### src/rtl/spi_arb_pkg.sv
// Shared constants for the SPI arbiter: sequencer state encoding and controller word width.
package spi_arb_pkg;

    localparam int SPI_DATA_W = 16;

    localparam logic [2:0] ST_IDLE  = 3'd0;
    localparam logic [2:0] ST_START = 3'd1;
    localparam logic [2:0] ST_WAIT  = 3'd2;
    localparam logic [2:0] ST_DONE  = 3'd3;
    localparam logic [2:0] ST_GAP   = 3'd4;

endpackage

### src/rtl/rr_arbiter.sv
// Round-robin one-hot grant. The search starts at ptr and wraps at N-1 to 0.
// An accepted grant moves ptr to the slot after the winner.
module rr_arbiter #(
    parameter int N = 4
) (
    input  logic         clk,
    input  logic         rst_n,
    input  logic [N-1:0] i_req,
    input  logic         i_grant_en,
    output logic [N-1:0] o_grant
);

    localparam int PW = $clog2(N);
    localparam int SW = PW + 1;

    logic [PW-1:0] r_ptr;
    logic [PW-1:0] w_win_idx;
    logic [PW-1:0] w_pos;
    logic [SW-1:0] w_sum;
    logic          w_found;

    // The sum is one bit wider than ptr, so a single subtract handles the wrap for any N.
    always_comb begin
        o_grant   = '0;
        w_win_idx = '0;
        w_found   = 1'b0;
        w_sum     = '0;
        w_pos     = '0;
        for (int k = 0; k < N; k++) begin
            w_sum = {1'b0, r_ptr} + SW'(k);
            if (w_sum >= SW'(N)) begin
                w_sum = w_sum - SW'(N);
            end
            w_pos = w_sum[PW-1:0];
            if (!w_found && i_req[w_pos]) begin
                w_found        = 1'b1;
                o_grant[w_pos] = 1'b1;
                w_win_idx      = w_pos;
            end
        end
    end

    always_ff @(posedge clk or negedge rst_n) begin
        if (!rst_n) begin
            r_ptr <= '0;
        end else if (i_grant_en && w_found) begin
            r_ptr <= (w_win_idx == PW'(N - 1)) ? '0 : w_win_idx + PW'(1);
        end
    end

endmodule

### src/rtl/spi_arbiter.sv
// Shares one 16-bit SPI master among N_REQ requesters. It arbitrates round-robin,
// sequences start/wait/ack, enforces the inter-transfer gap and runs a wait watchdog.
module spi_arbiter
    import spi_arb_pkg::*;
#(
    parameter int N_REQ      = 4,
    parameter int GAP_CYCLES = 2,
    parameter int TIMEOUT    = 512
) (
    input  logic                        clk,
    input  logic                        rst_n,
    input  logic [N_REQ-1:0]            req,
    input  logic [SPI_DATA_W*N_REQ-1:0] req_data,
    output logic [N_REQ-1:0]            ack,
    output logic [SPI_DATA_W-1:0]       rsp_data,
    output logic                        err,
    output logic [N_REQ-1:0]            sel,
    output logic                        spi_start,
    output logic [SPI_DATA_W-1:0]       spi_data_in,
    input  logic                        spi_busy,
    input  logic [SPI_DATA_W-1:0]       spi_data_out,
    input  logic                        spi_new_data,
    output logic [2:0]                  dbg_state
);

    localparam int         WD_W     = (TIMEOUT > 0) ? $clog2(TIMEOUT + 1) : 1;
    localparam logic [3:0] GAP_LAST = 4'(GAP_CYCLES);

    // Requester handshake: req is a level held with stable req_data until that
    // requester's one-cycle ack; rsp_data and err are meaningful only in the ack cycle.
    logic [2:0]            r_state;
    logic [N_REQ-1:0]      r_sel;
    logic [SPI_DATA_W-1:0] r_tx;
    logic [SPI_DATA_W-1:0] r_rsp;
    logic                  r_err;
    logic [3:0]            r_gap;
    logic [WD_W-1:0]       r_wd;

    logic                  w_grant_en;
    logic [N_REQ-1:0]      w_grant;
    logic [SPI_DATA_W-1:0] w_wdata;
    logic                  w_wd_expire;

    assign w_grant_en = (r_state == ST_IDLE) && (|req) && !spi_busy;

    rr_arbiter #(
        .N (N_REQ)
    ) u_rr_arbiter (
        .clk        (clk),
        .rst_n      (rst_n),
        .i_req      (req),
        .i_grant_en (w_grant_en),
        .o_grant    (w_grant)
    );

    always_comb begin
        w_wdata = '0;
        for (int i = 0; i < N_REQ; i++) begin
            if (w_grant[i]) begin
                w_wdata = w_wdata | req_data[i*SPI_DATA_W +: SPI_DATA_W];
            end
        end
    end

    // The count is cleared in START, so expiry on the TIMEOUT-th WAIT cycle puts the
    // error ack TIMEOUT+1 cycles after spi_start.
    assign w_wd_expire = (TIMEOUT > 0) && ((32'(r_wd) + 32'd1) >= 32'(TIMEOUT));

    always_ff @(posedge clk or negedge rst_n) begin
        if (!rst_n) begin
            r_state <= ST_IDLE;
            r_sel   <= '0;
            r_tx    <= '0;
            r_rsp   <= '0;
            r_err   <= 1'b0;
            r_gap   <= '0;
            r_wd    <= '0;
        end else begin
            case (r_state)
                ST_IDLE: begin
                    if (w_grant_en) begin
                        r_sel   <= w_grant;
                        r_tx    <= w_wdata;
                        r_state <= ST_START;
                    end
                end
                ST_START: begin
                    r_wd    <= '0;
                    r_state <= ST_WAIT;
                end
                ST_WAIT: begin
                    if (spi_new_data) begin
                        r_rsp   <= spi_data_out;
                        r_err   <= 1'b0;
                        r_state <= ST_DONE;
                    end else if (w_wd_expire) begin
                        r_rsp   <= '0;
                        r_err   <= 1'b1;
                        r_state <= ST_DONE;
                    end else if (32'(r_wd) < 32'(TIMEOUT)) begin
                        r_wd <= r_wd + WD_W'(1);
                    end
                end
                ST_DONE: begin
                    r_sel   <= '0;
                    r_gap   <= '0;
                    r_state <= ST_GAP;
                end
                ST_GAP: begin
                    // An aborted transfer may leave the controller busy well past the gap.
                    if ((r_gap >= GAP_LAST) && !spi_busy) begin
                        r_state <= ST_IDLE;
                    end else if (r_gap < GAP_LAST) begin
                        r_gap <= r_gap + 4'd1;
                    end
                end
                default: begin
                    r_state <= ST_IDLE;
                end
            endcase
        end
    end

    assign ack         = (r_state == ST_DONE) ? r_sel : '0;
    assign rsp_data    = (r_state == ST_DONE) ? r_rsp : '0;
    assign err         = (r_state == ST_DONE) && r_err;
    assign sel         = r_sel;
    assign spi_start   = (r_state == ST_START);
    assign spi_data_in = r_tx;
    assign dbg_state   = r_state;

endmodule

### config.mk
export PLATFORM = sky130hd
export DESIGN_NAME = spi_arbiter
export DESIGN_NICKNAME = d
export VERILOG_FILES = /design/src/rtl/spi_arb_pkg.sv /design/src/rtl/rr_arbiter.sv /design/src/rtl/spi_arbiter.sv
export SDC_FILE = /design/constraint.sdc
export NUM_CORES = 1
export LEC_CHECK = 0
export ABC_AREA = 1
export BUFFER_PORTS_ARGS = -buffer_cell sky130_fd_sc_hd__buf_2
export CORE_UTILIZATION = 30
export DETAILED_ROUTE_END_ITERATION = 12
export PLACE_DENSITY_LB_ADDON = 0.05
export SLEW_MARGIN = 10
export SYNTH_ARGS = -nofsm -noshare
export SYNTH_HDL_FRONTEND = slang
export SYNTH_HIERARCHICAL = 1
export SYNTH_SLANG_ARGS = --single-unit
### constraint.sdc
create_clock -name clk -period 6.93 [get_ports clk]
set_clock_uncertainty 0.1 [all_clocks]
set_input_delay 0.693 -clock clk [delete_from_list [all_inputs] [get_ports clk]]
set_output_delay 0.693 -clock clk [all_outputs]
set_load 0.005 [all_outputs]
Word-level counts from Yosys, hierarchy flattened:

Index checks and enable logic that the tools add are counted.
Widths: inputs -> output; s select.

* add/subtract/negate cells: 11
* order comparisons: 16
* equality and inequality tests: 13
* multiplexer cells: 57
* bitwise operators: 6
* reductions and logical operators: 28

Operator list (count)
* $mux 16: 7
* $or 16x16->16: 3
* $mux 4: 8
* $mux 10: 3
* $pmux 10 s2: 1
* $mux 2: 9
* $pmux 4 s2: 2
* $pmux 3 s5: 1
* $mux 1: 14
* $logic_and 1x1->1: 12
* $lt 2x3->1 const B: 4
* $mux 3: 4
* $ne 2x2->1 const B: 6
* $or 4x4->4: 3
* $add 10x1->11 const B: 1
* $ge 11x10->1 const B: 1
* $add 10x1->10 const B: 1
* $lt 10x10->1 const B: 1
* $ge 3x3->1 const B: 3
* $bmux 1 s2: 4
* $demux 1 s2: 4
* $ge 2x1->1 const B: 4
* $reduce_bool 2->1: 4
* $sub 2x1->2 const B: 4
* 19 further kinds: 27

* register bits: 56
* input bits: 88
* logic and storage cells: 139

Logic depth before layout (Yosys ltp):

* depth after elaboration: 21
* gate-level depth with buffers: 17
* gate-level depth less buffers: 15

Modules after synthesis:

The synthesis kept the hierarchy.

By module, submodules not included
* spi_arbiter: instances 1, cells an instance 394, area each 2921.6 um2, seq. area each 1351.3 um2
* rr_arbiter: instances 1, cells an instance 90, area each 521.8 um2, seq. area each 50.0 um2

Worst setup path after synthesis:

OpenSTA, ideal clock, no wires.

* path type: register -> register
* from: register u_rr_arbiter.r_ptr[0]
* to: register r_tx[10] (netlist: spi_data_in[10])
* library setup time: 83 ps
* arrival time: 2452 ps
* slack: 4295 ps
* stages on the path, launching flop included: 16
* buffers on the path: 2
* clock period less this slack: 2635 ps
* path through: dfrtp_1 > inv_4 > ha_1 > inv_1 > nand3_1 > nand2_2 > inv_2 > nor2_4 > nand2_1 > o22ai_1 > a21oi_1 > o21ai_0 > clkbuf_1 > clkbuf_1 > a221oi_1 > o21ai_0

* elaborated cells between the ends (all ways): 66

RTL lines
* start: declaration: line rr_arbiter.sv:16 `logic [PW-1:0] r_ptr;`
* start signal: assignment: line rr_arbiter.sv:47 `r_ptr <= (w_win_idx == PW'(N - 1)) ? '0 : w_win_idx + PW'(1);`
* branches (longest 13 deep; another with $add 2x1->3)
* $mux 4 (*): line rr_arbiter.sv:35 `if (!w_found && i_req[w_pos]) begin`
* named net w_grant[2]: line spi_arbiter.sv:40 `logic [N_REQ-1:0] w_grant;`
* $mux 16 (*): line spi_arbiter.sv:59 `if (w_grant[i]) begin`
* $or 16x16->16: line spi_arbiter.sv:60 `w_wdata = w_wdata | req_data[i*SPI_DATA_W +: SPI_DATA_W];`
* $mux 16 (*): line spi_arbiter.sv:59
* end signal: assignment: line spi_arbiter.sv:83 `r_tx <= w_wdata;`
* end: declaration: line spi_arbiter.sv:33 `logic [SPI_DATA_W-1:0] r_tx;`

Mark *: on every way through the listed nets, which the timed path passes. The select of a mux whose other input is x is not followed.
A chain may end at the register's enable or synchronous reset.

Worst setup path in the final report:

* from: register u_rr_arbiter.r_ptr[0]
* to: register r_tx[14] (netlist: spi_data_in[14])

* elaborated cells between the ends (all ways): 66

RTL lines (line)
* branches (longest 13 deep; another with $add 2x1->3)
* $mux 4 (*): rr_arbiter.sv:35
* named net w_grant[3]: spi_arbiter.sv:40
* $mux 16 (*): spi_arbiter.sv:59

Marked as above.

==> Flow_metrics.wiki <==
{| class="wikitable"
! Metric !! Value
|-
| Estimated wirelength of the detail-placed design || 7.115 mm
|-
| CTS tree || done
|-
| Clk slew on worst S/H paths || 70 ps
|-
| Signed area change from the synthesized netlist to the final layout || 27.76%
|-
| Share of the core filled with cells || 39.88%
|-
| Global route total overflow || 0
|-
| Vias after detailed routing || 3431
|-
| Class of the worst hold path || flop to flop
|-
| Data arrival time of the critical path || 3120 ps
|-
| Non-filler cells in the finished layout || 751
|-
| Total die area || 11910 um2
|-
| Total number of placement rows || 38
|-
| Post-CTS Setup Bufs || 0
|-
| Crit start category || flop
|-
| Crit end category || flop
|-
| Final period utilization || 44.14%
|-
| Pin slew with the least headroom to its limit || 741.7 ps
|-
| Number of instances in the synthesized netlist || 484
|-
| Sequential element share of the synthesized area || 40.70%
|-
| Register area || 1401 um2
|-
| Number of endpoints with negative hold slack in the final report || 0
|-
| Overall die height || 109.1 um
|-
| Post-DR wirelength/cell || 12.59 um
|-
| Final-stage net count || 706
|-
| Length of the first detailed-routing pass in iterations || 4
|-
| Standard cell core area || 11030 um2
|-
| Power density cells || 415.7 nW/um2
|-
| Fraction of layout cells with a size suffix above 1 || 28.81%
|-
| Most frequent cells in the layout || nand2_1, buf_2, dfrtp_1, inv_1, nand3_1
|-
| Register bit total from synthesis || 56
|-
| Total routed wirelength || 9.455 mm
|-
| Horizontal die dimension || 109.1 um
|-
| Number of global-route vias before repair || 3270
|-
| Warnings from Yosys || 6
|-
| Initial core utilization || 31.22%
|-
| All-layer global routing usage || 16.49%
|-
| Share of Yosys cell area claimed by the top area cell type || 40.70%
|-
| Post-synthesis instance area || 3443 um2
|-
| Initial antenna violation count || 0
|-
| Leading area contributor after synthesis || dfrtp_1
|-
| Leading cell types by total area after synthesis || dfrtp_1, nand2_1, inv_1
|-
| R2r setup slk || 3870 ps
|-
| DRC marker count from the first detailed-route iteration || 146
|-
| Largest fanout on the critical path || 17
|-
| Global-route wire length before repair || 15.23 mm
|-
| H-tree depth || 2
|-
| Maximum count of clock buffers along a single path || 2
|-
| IO Port Bufs || 132
|-
| Most common cell after layout, fill and taps aside || nand2_1
|-
| Achievable Freq || 0.3269 GHz
|-
| Detailed-route DRC error count || 0
|-
| Number of buffers created by CTS || 5
|-
| Number of instances in the placed design || 743
|-
| Leakage component of the power || 0.002509 uW
|-
| CTS-repair resized insts || 0
|-
| Max-cap violations || 0
|-
| Shortest clock period the worst path allows after layout || 3059 ps
|-
| Count of pins over their slew limit || 0
|-
| Required time reported for the critical path endpoint || 6990 ps
|-
| Overall power || 1829 uW
|-
| Worst hold margin || 370.5 ps
|-
| Outcome || complete, no violations
|-
| Worst rel slew slack || 50.55%
|-
| Setup repair after global routing missed its margin || false
|-
| Clk_lat worst skew || 290 ps
|-
| Final total negative setup slack || 0 ps
|-
| Filler cell count in the final layout || 1163
|-
| Antenna cell count || 0
|-
| Post-cts hold buffer count || 0
|-
| # clock sinks || 56
|-
| Number of unique standard cell types used by synthesis || 31
|-
| Highest ir drop seen on vdd || 136.6 uV
|-
| Buffer cell driving the clock tree root || clkbuf_16
|-
| Post-DRT Antenna Nets || 0
|-
| Net count after synthesis || 580
|-
| Final GP Congestion || 0.7933
|-
| Synthesized area per cell || 7.114 um2
|-
| Pin count of the biggest net entering global routing || 57
|-
| Number of top-level pins || 133
|-
| Endpoints failing setup || 0
|-
| Type of the setup path with the least slack || flop to flop
|-
| DR vias/cell || 4.569
|-
| Area of combinational cells with multiple inputs || 1727 um2
|}
==> per-stage QoR <==
stage | area, um2 | setup slack (ps)
3_3_place_gp | 4232 | 4083
5_1_grt | 4399 | 3603
6_report | 4399 | 3871
2_1_floorplan | 3443 | 4295
4_1_cts | 4399 | 3939
3_5_place_dp | 4232 | 3952
==> flip-flops by register name, indices dropped and copies added, names as in the netlist <==
signal / count
dbg_state: 3
r_err: 1
r_gap: 4
r_rsp: 16
r_wd: 10
sel: 4
spi_data_in: 16
u_rr_arbiter/r_ptr: 2
==> path summary, 6_finish.rpt <==
path | start | to | cells after the start
worst max-delay path | u_rr_arbiter/r_ptr[0] | spi_data_in[14] | 15
worst min-delay path | r_rsp[15] | r_rsp[15] | 2
worst max register to register | u_rr_arbiter/r_ptr[0] | spi_data_in[14] | 15
worst min register to register | r_rsp[15] | r_rsp[15] | 2
max in group asynchronous | rst_n | r_rsp[10] | 2
min in group asynchronous | rst_n | r_rsp[2] | 2
==> worst max-delay path, cell delays in order, from the launching register on <==
cell and delay (ps):
dfrtp_1 560, inv_4 120, ha_1 410, inv_1 100
nand3_1 110, nand2_2 90, inv_2 100, nor2_4 50
nand2_1 90, o22ai_1 80, a21oi_1 130, nand2_1 410
nand2_1 200, nand2_1 60, a221oi_1 210, o21ai_0 110
==> cell families after synthesis <==
kind of cell,share of synthesized area [%]
AOI/OAI and AO/OA,11.05
adders and majority gates,2.907
xor gates and xnor gates,1.526
and+or+nand+nor,34.67
buffers and inverters,9.157
DFF,40.70
==> Yosys cell counts <==
cell and instances:
nand2_4 2, a21oi_1 6, buf_1 2, buf_2 2
xnor2_1 1, a21oi_2 1, o21ai_0 33, o22ai_1 3
xor2_1 5, clkbuf_1 13, a31oi_1 2, nor3_1 2
nand2_2 13, and3_1 1, inv_4 2, nor2_2 4
nor2_1 31, nand3b_1 1, nand2_1 173, a221oi_1 16
dfrtp_1 56, buf_6 1, inv_2 3, ha_1 8
nor2_4 1, buf_8 1, nand3_1 36, inv_1 53
nand3_2 4, nand4_1 7, o21ai_1 1
==> where the power goes <==
group          leakage, uW  internal, uW  switching, uW  total, uW
clock            0.0000798           170            116        286
sequential        0.000730           446           81.8        528
combinational      0.00170           370            645       1010
total              0.00251           986            843       1830
==> layout make-up <==
type	instances	share of cell area (%)
flip-flops and latches	56	31.85
inverters	58	5.063
clock inverters	3	0.9670
clock buffers	5	2.844
well taps	140	3.982
multi-input cells	351	39.25
repair buffers	138	16.04
==> layer usage <==
metal / part of all wire (%) / vias to the layer above / track usage, %
met5: 0 / - / 0
met4: 1.0 / 0 / 3.861
met3: 6.2 / 9 / 4.304
met2: 47 / 104 / 28.57
met1: 45 / 1518 / 20.30
li1: - / 1800 / -
Power figures use the tool's default switching activity.
